==> config.mk <==
export PLATFORM = sky130hd
export DESIGN_NAME = fetch_unit
export DESIGN_NICKNAME = d
export VERILOG_FILES = /design/src/rtl/fetch_unit.sv
export SDC_FILE = /design/constraint.sdc
export NUM_CORES = 1
export LEC_CHECK = 0
export ABC_AREA = 1
export CAP_MARGIN = 20
export CORE_MARGIN = 3
export CORE_UTILIZATION = 40
export CTS_CLUSTER_DIAMETER = 50
export DETAILED_ROUTE_END_ITERATION = 16
export PLACE_DENSITY = 0.79
export SLEW_MARGIN = 0
export SYNTH_ARGS = -nofsm -noshare
export SYNTH_HDL_FRONTEND = slang
export SYNTH_SLANG_ARGS = --single-unit
==> constraint.sdc <==
create_clock -name Clk -period 1.4 [get_ports Clk]
set_input_delay 0.21 -clock Clk [delete_from_list [all_inputs] [get_ports Clk]]
set_output_delay 0.21 -clock Clk [all_outputs]
set_load 0.005 [all_outputs]
==> src/rtl/fetch_unit.sv <==
// Instruction fetch FSM: issues one memory read per instruction, presents ir/ir_pc to decode and steers the PC register.
// Latency: 2 cycles per instruction with zero-wait memory. Backpressure: ir_ready=0 holds FULL and no new read is issued.
module fetch_unit #(
    parameter logic [15:0] IR_RESET = 16'h0000
) (
    input  logic        Clk,
    input  logic        Reset_al,
    input  logic        fetch_en,
    input  logic [15:0] PC,
    output logic        LD_PC,
    output logic [1:0]  PCMUX,
    input  logic        redirect,
    input  logic [1:0]  redirect_src,
    output logic [15:0] mem_addr,
    output logic        mem_rd,
    input  logic [15:0] mem_rdata,
    input  logic        mem_rdy,
    output logic [15:0] ir,
    output logic [15:0] ir_pc,
    output logic        ir_valid,
    input  logic        ir_ready
);

    typedef enum logic [1:0] {
        IDLE  = 2'b00,
        WAIT  = 2'b01,
        FULL  = 2'b10,
        DRAIN = 2'b11
    } state_t;

    state_t      r_state;
    state_t      w_next;
    logic [15:0] r_mem_addr;
    logic [15:0] r_ir;
    logic [15:0] r_ir_pc;
    logic        r_ir_valid;

    logic        w_load_addr;
    logic        w_load_ir;
    logic        w_clr_valid;

    always_comb begin
        w_next      = r_state;
        LD_PC       = 1'b0;
        PCMUX       = 2'b00;
        w_load_addr = 1'b0;
        w_load_ir   = 1'b0;
        w_clr_valid = 1'b0;

        if (Reset_al) begin
            // A redirect owns the PC load for this cycle and kills any live instruction.
            if (redirect) begin
                LD_PC       = 1'b1;
                PCMUX       = redirect_src;
                w_clr_valid = 1'b1;
            end

            case (r_state)
                IDLE: begin
                    if (!redirect && fetch_en) begin
                        w_next      = WAIT;
                        w_load_addr = 1'b1;
                    end
                end
                WAIT: begin
                    if (redirect) begin
                        w_next = mem_rdy ? IDLE : DRAIN;
                    end else if (mem_rdy) begin
                        LD_PC     = 1'b1;
                        w_load_ir = 1'b1;
                        w_next    = FULL;
                    end
                end
                FULL: begin
                    if (redirect) begin
                        w_next = IDLE;
                    end else if (ir_ready) begin
                        w_clr_valid = 1'b1;
                        if (fetch_en) begin
                            w_next      = WAIT;
                            w_load_addr = 1'b1;
                        end else begin
                            w_next = IDLE;
                        end
                    end
                end
                DRAIN: begin
                    // Stale read completes here; a redirect alone keeps us waiting for it.
                    if (mem_rdy) begin
                        w_next = IDLE;
                    end
                end
                default: w_next = IDLE;
            endcase
        end
    end

    always_ff @(posedge Clk) begin
        if (!Reset_al) begin
            r_state    <= IDLE;
            r_mem_addr <= 16'h0000;
            r_ir       <= IR_RESET;
            r_ir_pc    <= 16'h0000;
            r_ir_valid <= 1'b0;
        end else begin
            r_state <= w_next;
            if (w_load_addr) begin
                r_mem_addr <= PC;
            end
            if (w_load_ir) begin
                r_ir    <= mem_rdata;
                r_ir_pc <= r_mem_addr;
            end
            if (w_load_ir) begin
                r_ir_valid <= 1'b1;
            end else if (w_clr_valid) begin
                r_ir_valid <= 1'b0;
            end
        end
    end

    assign mem_rd   = Reset_al & ((r_state == WAIT) || (r_state == DRAIN));
    assign mem_addr = r_mem_addr;
    assign ir       = r_ir;
    assign ir_pc    = r_ir_pc;
    assign ir_valid = r_ir_valid;

endmodule

==> results.py, run 1 <==
metrics = {
    "logic_synthesis": {
        "synth.yosys.warnings": 0,
        "post_synth_inst_count": 253,
        "synthesis.nets": 293,
        "synth.distinct_cells": 20,
        "avgSynthCellArea_um2": 7.670,
        "synth_sequential_area_ratio_pct": 52.61,
        "syn_area_um2": 1941,
        "synth-seq-cells": 51,
    },
    "setup_path": {
        "worstPathCellList": "clkdlybuf4s50_1",
        "critPathSlowestCell": "clkdlybuf4s50_1",
        "worst-setup-path-type": "register to primary output",
        "cpLargestDelayFamily": "buffers and inverters",
        "timing.critical_path.buf_inv": 1,
        "worstSetupStartpointType": "register",
        "worst_r2r_path_depth": 7,
        "arrival_ns": 1.15,
        "timing.reg2reg.setup_slack_ns": 0.05,
        "worst_ep_required_time_ns": 1.19,
        "crit_reg_reg_startpoint": "r_state[0]$_SDFFE_PN0P_",
        "timing.rr.end": "ir[0]$_SDFFE_PN0P_",
        "crit_path_end_kind": "primary output",
        "worst-path-stages": 1,
        "critical_path_peak_fanout": 3,
        "critPathMaxStageDelay_ns": 0.50,
    },
    "drt": {
        "via_count": 2028,
        "drt_iter0_drc": 83,
        "drtAntennaViolNets": 0,
        "postRouteWirelength_um": 5542,
        "routedWlPerCell_um": 13.45,
        "drt_drc_violations_left": 0,
        "vias_per_cell": 4.922,
        "firstDrtPassIters": 4,
    },
    "timing": {
        "timing.fmax_mhz": 733.6,
        "rsz_0062_raised_after_global_routing": "true",
        "setup_viol_count_final": 0,
        "finalCriticalPeriod_ns": 1.363,
        "setup-tns-final_ns": 0,
        "final.setup_skew_ns": 0.008196,
        "final.period_utilization_pct": 97.36,
        "hold_violations": 0,
        "timing.final.max_slew_violations": 0,
        "pin_slew_with_the_least_headroom_to_its_limit_ns": 0.3199,
        "relSlewSlack_pct": 78.60,
    },
    "power_and_ir_drop": {
        "p_switching_uw": 920.9,
        "power.share.clock_pct": 24.3,
        "power.static_leakage_nw": 1.737,
        "ir_worst_vdd_mv": 0.8614,
        "cellInternalPower_mw": 2.414,
        "switching_fraction_pct": 27.61,
        "powerDensity_nw_per_um2": 1038,
        "power.sequential.fraction_pct": 50.3,
        "power_frac_comb_pct": 25.3,
    },
    "cells_and_area": {
        "final_layout_size_suffix_gt1_share_pct": 16.11,
        "finalCoreUtilization_pct": 71.36,
        "area_growth_from_synthesis_to_final_layout_pct": 65.63,
        "num-nets-final": 399,
        "num_antenna_cells": 0,
        "fin_cells": 412,
    },
    "status": {
        "outcome": "finished clean",
    },
    "worst_hold_path": {
        "worstHoldEndpoint": "ir[15]$_SDFFE_PN0P_",
        "hold-path-cell-count": 4,
        "min-delay-path-class": "input port to register",
        "min-delay-start": "Reset_al",
    },
    "placement": {
        "place.gp.congestion": 0.7858,
        "placedCellCount": 397,
        "hpwl_um": 3783,
        "portBuffers": 92,
    },
    "global_routing": {
        "grt_pass1_vias": 1941,
        "grt_util_overall_pct": 19.36,
        "total_congestion_overflow_after_global_routing": 0,
        "grt_first_pass_wirelength_um": 8576,
        "grt_start_max_net_pins": 25,
        "grt_antenna_before_repair": 0,
    },
    "clock_tree": {
        "h_tree_levels": 2,
        "clock_path_buffers": 2,
        "tritoncts_num_sinks": 51,
        "clk-insertion-delay-late_ns": 0.30,
        "clk_pin_slew_ns": 0.09,
        "cts-buffers-inserted": 5,
        "root_buffer": "clkbuf_8",
        "cts.hold.buffers_added": 0,
        "cts_tree": "yes",
    },
    "die": {
        "core_um2": 4504,
        "placement_rows": 24,
        "initial_utilization_pct": 43.08,
        "die_x_extent_um": 75.65,
        "num_io_pins": 93,
        "die_y_um": 75.65,
        "die-area_um2": 5723,
    },
    "job": {
        "maxCapViolations": 0,
    },
}
[stage by stage]
stage | hold slack (ns) | setup slack (ns) | total power [mW] | instance area, µm²
2_1_floorplan | 0.3449 | 0.2230 | 2.022 | 1941
3_3_place_gp | 0.4688 | -0.2869 | 2.472 | 2944
3_5_place_dp | 0.4778 | -0.3144 | 2.493 | 2944
4_1_cts | 0.3481 | 0.0006020 | 3.303 | 3023
5_1_grt | 0.3717 | -0.01239 | 3.528 | 3214
6_report | 0.3578 | 0.03695 | 3.335 | 3214
[power groups by stage]
stage                     logic [mW]  registers [mW]  clock network (mW)
final                          0.844            1.68               0.812
after global routing           0.931            1.69               0.902
after CTS                      0.785            1.67               0.846
after detailed placement       0.794            1.70                   0
after global placement         0.776            1.70                   0
after floorplan                0.317            1.70                   0
[sequential cells by signal (all words and copies together), names as in the netlist]
name,count
ir_valid,1
mem_addr,16
r_state,2
ir,16
ir_pc,16
[worst max-delay path by stage]
stage	startpoint	endpoint	slack [ns]
finish	mem_addr[4]$_SDFFE_PN0P_	mem_addr[4]	0.04
global route	r_state[0]$_SDFFE_PN0P_	ir_pc[0]$_SDFFE_PN0P_	-0.01
detailed placement	mem_rdy	LD_PC	-0.31
CTS	ir_pc[7]$_SDFFE_PN0P_	ir_pc[7]	0.0006
global placement	mem_rdy	LD_PC	-0.29
floorplan	r_state[0]$_SDFFE_PN0P_	ir_pc[0]$_SDFFE_PN0P_	0.22
[Yosys cell counts]
library cell / instances / area, µm²
nor2_1: 73 / 274.0
dfxtp_1: 51 / 1021
nand3_1: 37 / 185.2
o21ai_0: 33 / 165.2
nand2_1: 27 / 101.4
inv_1: 7 / 26.28
buf_2: 5 / 25.02
clkbuf_1: 4 / 15.01
buf_6: 3 / 33.78
buf_4: 2 / 15.01
nand2_2: 2 / 12.51
a21oi_1: 1 / 5.000
buf_1: 1 / 3.750
clkbuf_2: 1 / 5.000
inv_2: 1 / 3.750
nor2_2: 1 / 6.260
nor2_4: 1 / 11.26
nor3_4: 1 / 16.27
o211ai_1: 1 / 7.510
o31ai_1: 1 / 7.510
[metal layers]
layer  GRT usage [%]  vias up  part of all wire, %
li1                -     1034                    -
met3           8.575        3                  9.8
met5               0        -                    0
met2           32.50       82                   46
met1           22.96      909                   44
met4           4.078        0                 0.49
[cells in the final DEF, fill, tap and decap left out, drive strengths merged, types with 8 or more instances in the layout]
| master | Yosys | layout |
|---|---|---|
| nand3 | 37 | 37 |
| clkbuf | 5 | 8 |
| inv | 8 | 8 |
| o21ai | 33 | 33 |
| dlymetal6s2s | 0 | 16 |
| dfxtp | 51 | 51 |
| nor2 | 75 | 75 |
| nand2 | 29 | 29 |
| clkdlybuf4s50 | 0 | 67 |
| buf | 11 | 23 |
[what timing repair did]
item | in CTS | in global routing
buffers inserted | 0 | 6
resized for setup | 17 | 41
cloned | 0 | 2
endpoints found under the setup margin | 13 | 60
pin swaps | 0 | 2
[kinds of logic after synthesis]
group | share of synthesized area (%)
AND/OR/NAND/NOR | 31.27
flip-flops | 52.61
AO/OA/AOI/OAI | 9.542
buffers and inverters | 6.575
[cell type report]
type / instances / area [µm²]
Tap cell: 52 / 65.06
Clock inverter: 2 / 12.51
Inverter: 8 / 30.03
Multi-Input combinational cell: 178 / 807.0
Sequential cell: 51 / 1041
Fill cell: 385 / 1290
Clock buffer: 6 / 72.57
Timing Repair Buffer: 115 / 1186
(Power assumes the default switching activity.)
==> run 2, diff against run 1 <==
Settings changed: SKIP_CTS_REPAIR_TIMING set to 1.
==> results.py, run 2 (same netlist as run 1, synthesis figures left out) <==
metrics = {
    "drt": {
        "vias_per_cell": 4.908,
        "drt_iter0_drc": 93,
        "routedWlPerCell_um": 13.78,
        "drt_drc_violations_left": 0,
        "postRouteWirelength_um": 5677,
        "firstDrtPassIters": 4,
        "drtAntennaViolNets": 0,
        "via_count": 2022,
    },
    "global_routing": {
        "globalRouteMet3Util_pct": 8.707,
        "grt_pass1_vias": 1941,
        "global_route.usage.met2_pct": 32.50,
        "groute.layer.met1.usage_pct": 22.98,
        "gr-max-usage-layer": "met2",
        "total_congestion_overflow_after_global_routing": 0,
        "grt_util_overall_pct": 19.39,
        "grt_start_max_net_pins": 25,
        "grt_first_pass_wirelength_um": 8583,
        "grt_antenna_before_repair": 0,
    },
    "setup_path": {
        "critical_path_peak_fanout": 2,
        "worst-setup-path-type": "register to primary output",
        "worstSetupStartpoint": "r_state[0]$_SDFFE_PN0P_",
        "cpLargestDelayFamily": "flip-flops",
        "arrival_ns": 1.20,
        "crit_path_end_kind": "primary output",
        "critical_path_endpoint": "LD_PC",
        "crit_reg_reg_startpoint": "r_state[0]$_SDFFE_PN0P_",
        "worstPathCellList": "nand2_1 > o31ai_1 > dlymetal6s2s_1",
        "worst_ep_required_time_ns": 1.19,
        "critPathMaxStageDelay_ns": 0.35,
        "worst_r2r_path_depth": 7,
        "critPathSlowestCell": "dfxtp_2",
        "timing.reg2reg.setup_slack_ns": 0.04,
        "timing.critical_path.buf_inv": 1,
        "timing.rr.end": "ir[0]$_SDFFE_PN0P_",
        "worstSetupStartpointType": "register",
        "worst-path-stages": 3,
    },
    "cells_and_area": {
        "num_antenna_cells": 0,
        "layout_common_cells": "nor2_1, clkdlybuf4s50_1, nand3_1",
        "area_growth_from_synthesis_to_final_layout_pct": 67.50,
        "num-nets-final": 399,
        "fin_area_um2": 3251,
        "final_layout_size_suffix_gt1_share_pct": 16.11,
        "layout.cells.most_common": "nor2_1",
        "fin_cells": 412,
    },
    "timing": {
        "setup_viol_count_final": 1,
        "pin_slew_with_the_least_headroom_to_its_limit_ns": 0.3001,
        "hold_violations": 0,
        "finalCriticalPeriod_ns": 1.406,
        "worst_slack_ns": -0.006215,
        "final.period_utilization_pct": 100.4,
        "final.setup_skew_ns": 0.009015,
        "relSlewSlack_pct": 79.82,
        "timing.fmax_mhz": 711.1,
        "timing.final.max_slew_violations": 0,
        "rsz_0062_raised_after_global_routing": "true",
        "setup-tns-final_ns": -0.006215,
    },
    "placement": {
        "place.gp.congestion": 0.7858,
        "placedCellCount": 397,
        "hpwl_um": 3783,
        "placed_cell_area_um2": 2944,
        "portBuffers": 92,
    },
    "die": {
        "num_io_pins": 93,
        "core_um2": 4504,
        "die_y_um": 75.65,
        "die-area_um2": 5723,
        "initial_utilization_pct": 43.08,
        "placement_rows": 24,
        "die_x_extent_um": 75.65,
    },
    "clock_tree": {
        "clock_path_buffers": 2,
        "root_buffer": "clkbuf_8",
        "cts_tree": "yes",
        "h_tree_levels": 2,
        "cts-buffers-inserted": 5,
        "tritoncts_num_sinks": 51,
        "clk_pin_slew_ns": 0.09,
        "clk-insertion-delay-late_ns": 0.30,
    },
    "status": {
        "failed_checks": "setup timing",
        "outcome": "finished, violations left",
    },
    "power_and_ir_drop": {
        "powerDensity_nw_per_um2": 1033,
        "ir_worst_vdd_mv": 0.8710,
        "total_power_mw": 3.359,
        "power.static_leakage_nw": 1.841,
    },
    "worst_hold_path": {
        "min-delay-path-class": "input port to register",
    },
    "job": {
        "maxCapViolations": 0,
    },
}
run 2: changes by cell type in the layout (fill, tap and decap cells not counted):
cell             delta
nor2_1              -2
dlygate4sd2_1       -6
nor2_2              +2
buf_2               -1
dlymetal6s2s_1      +8
dfxtp_1             +1
dfxtp_2             -1
clkdlybuf4s15_1     -1
run 2: final cells by class:
| type | count | area (µm²) |
|---|---|---|
| Timing Repair Buffer | 115 | 1219 |
| Sequential cell | 51 | 1040 |
| Multi-Input combinational cell | 178 | 812.0 |
| Tap cell | 52 | 65.06 |
| Clock inverter | 2 | 12.51 |
| Fill cell | 376 | 1254 |
| Inverter | 8 | 30.03 |
| Clock buffer | 6 | 72.57 |
run 2: routing by layer:
layer,up-vias,part of all wire (%)
met5,-,0
li1,1031,-
met1,906,43
met4,0,0.85
met3,5,9.5
met2,80,46
run 2: per-stage QoR:
step | worst slack, ns | hold slack (ns) | utilization (%)
floorplan | 0.2230 | 0.3449 | -
global placement | -0.2869 | 0.4688 | 65.36
detailed placement | -0.3144 | 0.4778 | 65.36
CTS | -0.3184 | 0.3481 | 67.25
global route | -0.02115 | 0.3717 | 72.17
finish | -0.006215 | 0.3561 | 72.17
run 2: tightest hold or removal path, cell delays in order:
cell and delay [ns]:
buf_2 0.12, buf_4 0.17, o21ai_0 0.07, nor2_1 0.04
run 2: worst min-delay path by stage:
stage | from | to | slack, ns | depth (start not counted)
after floorplan | mem_rdata[0] | ir[0]$_SDFFE_PN0P_ | 0.34 | 2
after global placement | mem_addr[8]$_SDFFE_PN0P_ | mem_addr[8]$_SDFFE_PN0P_ | 0.47 | 2
after detailed placement | mem_addr[2]$_SDFFE_PN0P_ | mem_addr[2]$_SDFFE_PN0P_ | 0.48 | 2
after CTS | Reset_al | ir[12]$_SDFFE_PN0P_ | 0.35 | 4
after global routing | Reset_al | ir[15]$_SDFFE_PN0P_ | 0.37 | 4
final | Reset_al | ir[15]$_SDFFE_PN0P_ | 0.36 | 4
run 2: where the power goes:
part           internal [mW]  total, mW  switching (mW)
Combinational          0.478      0.857           0.379
Sequential              1.59       1.68          0.0848
Clock                  0.350      0.823           0.472
Total                   2.42       3.36           0.936
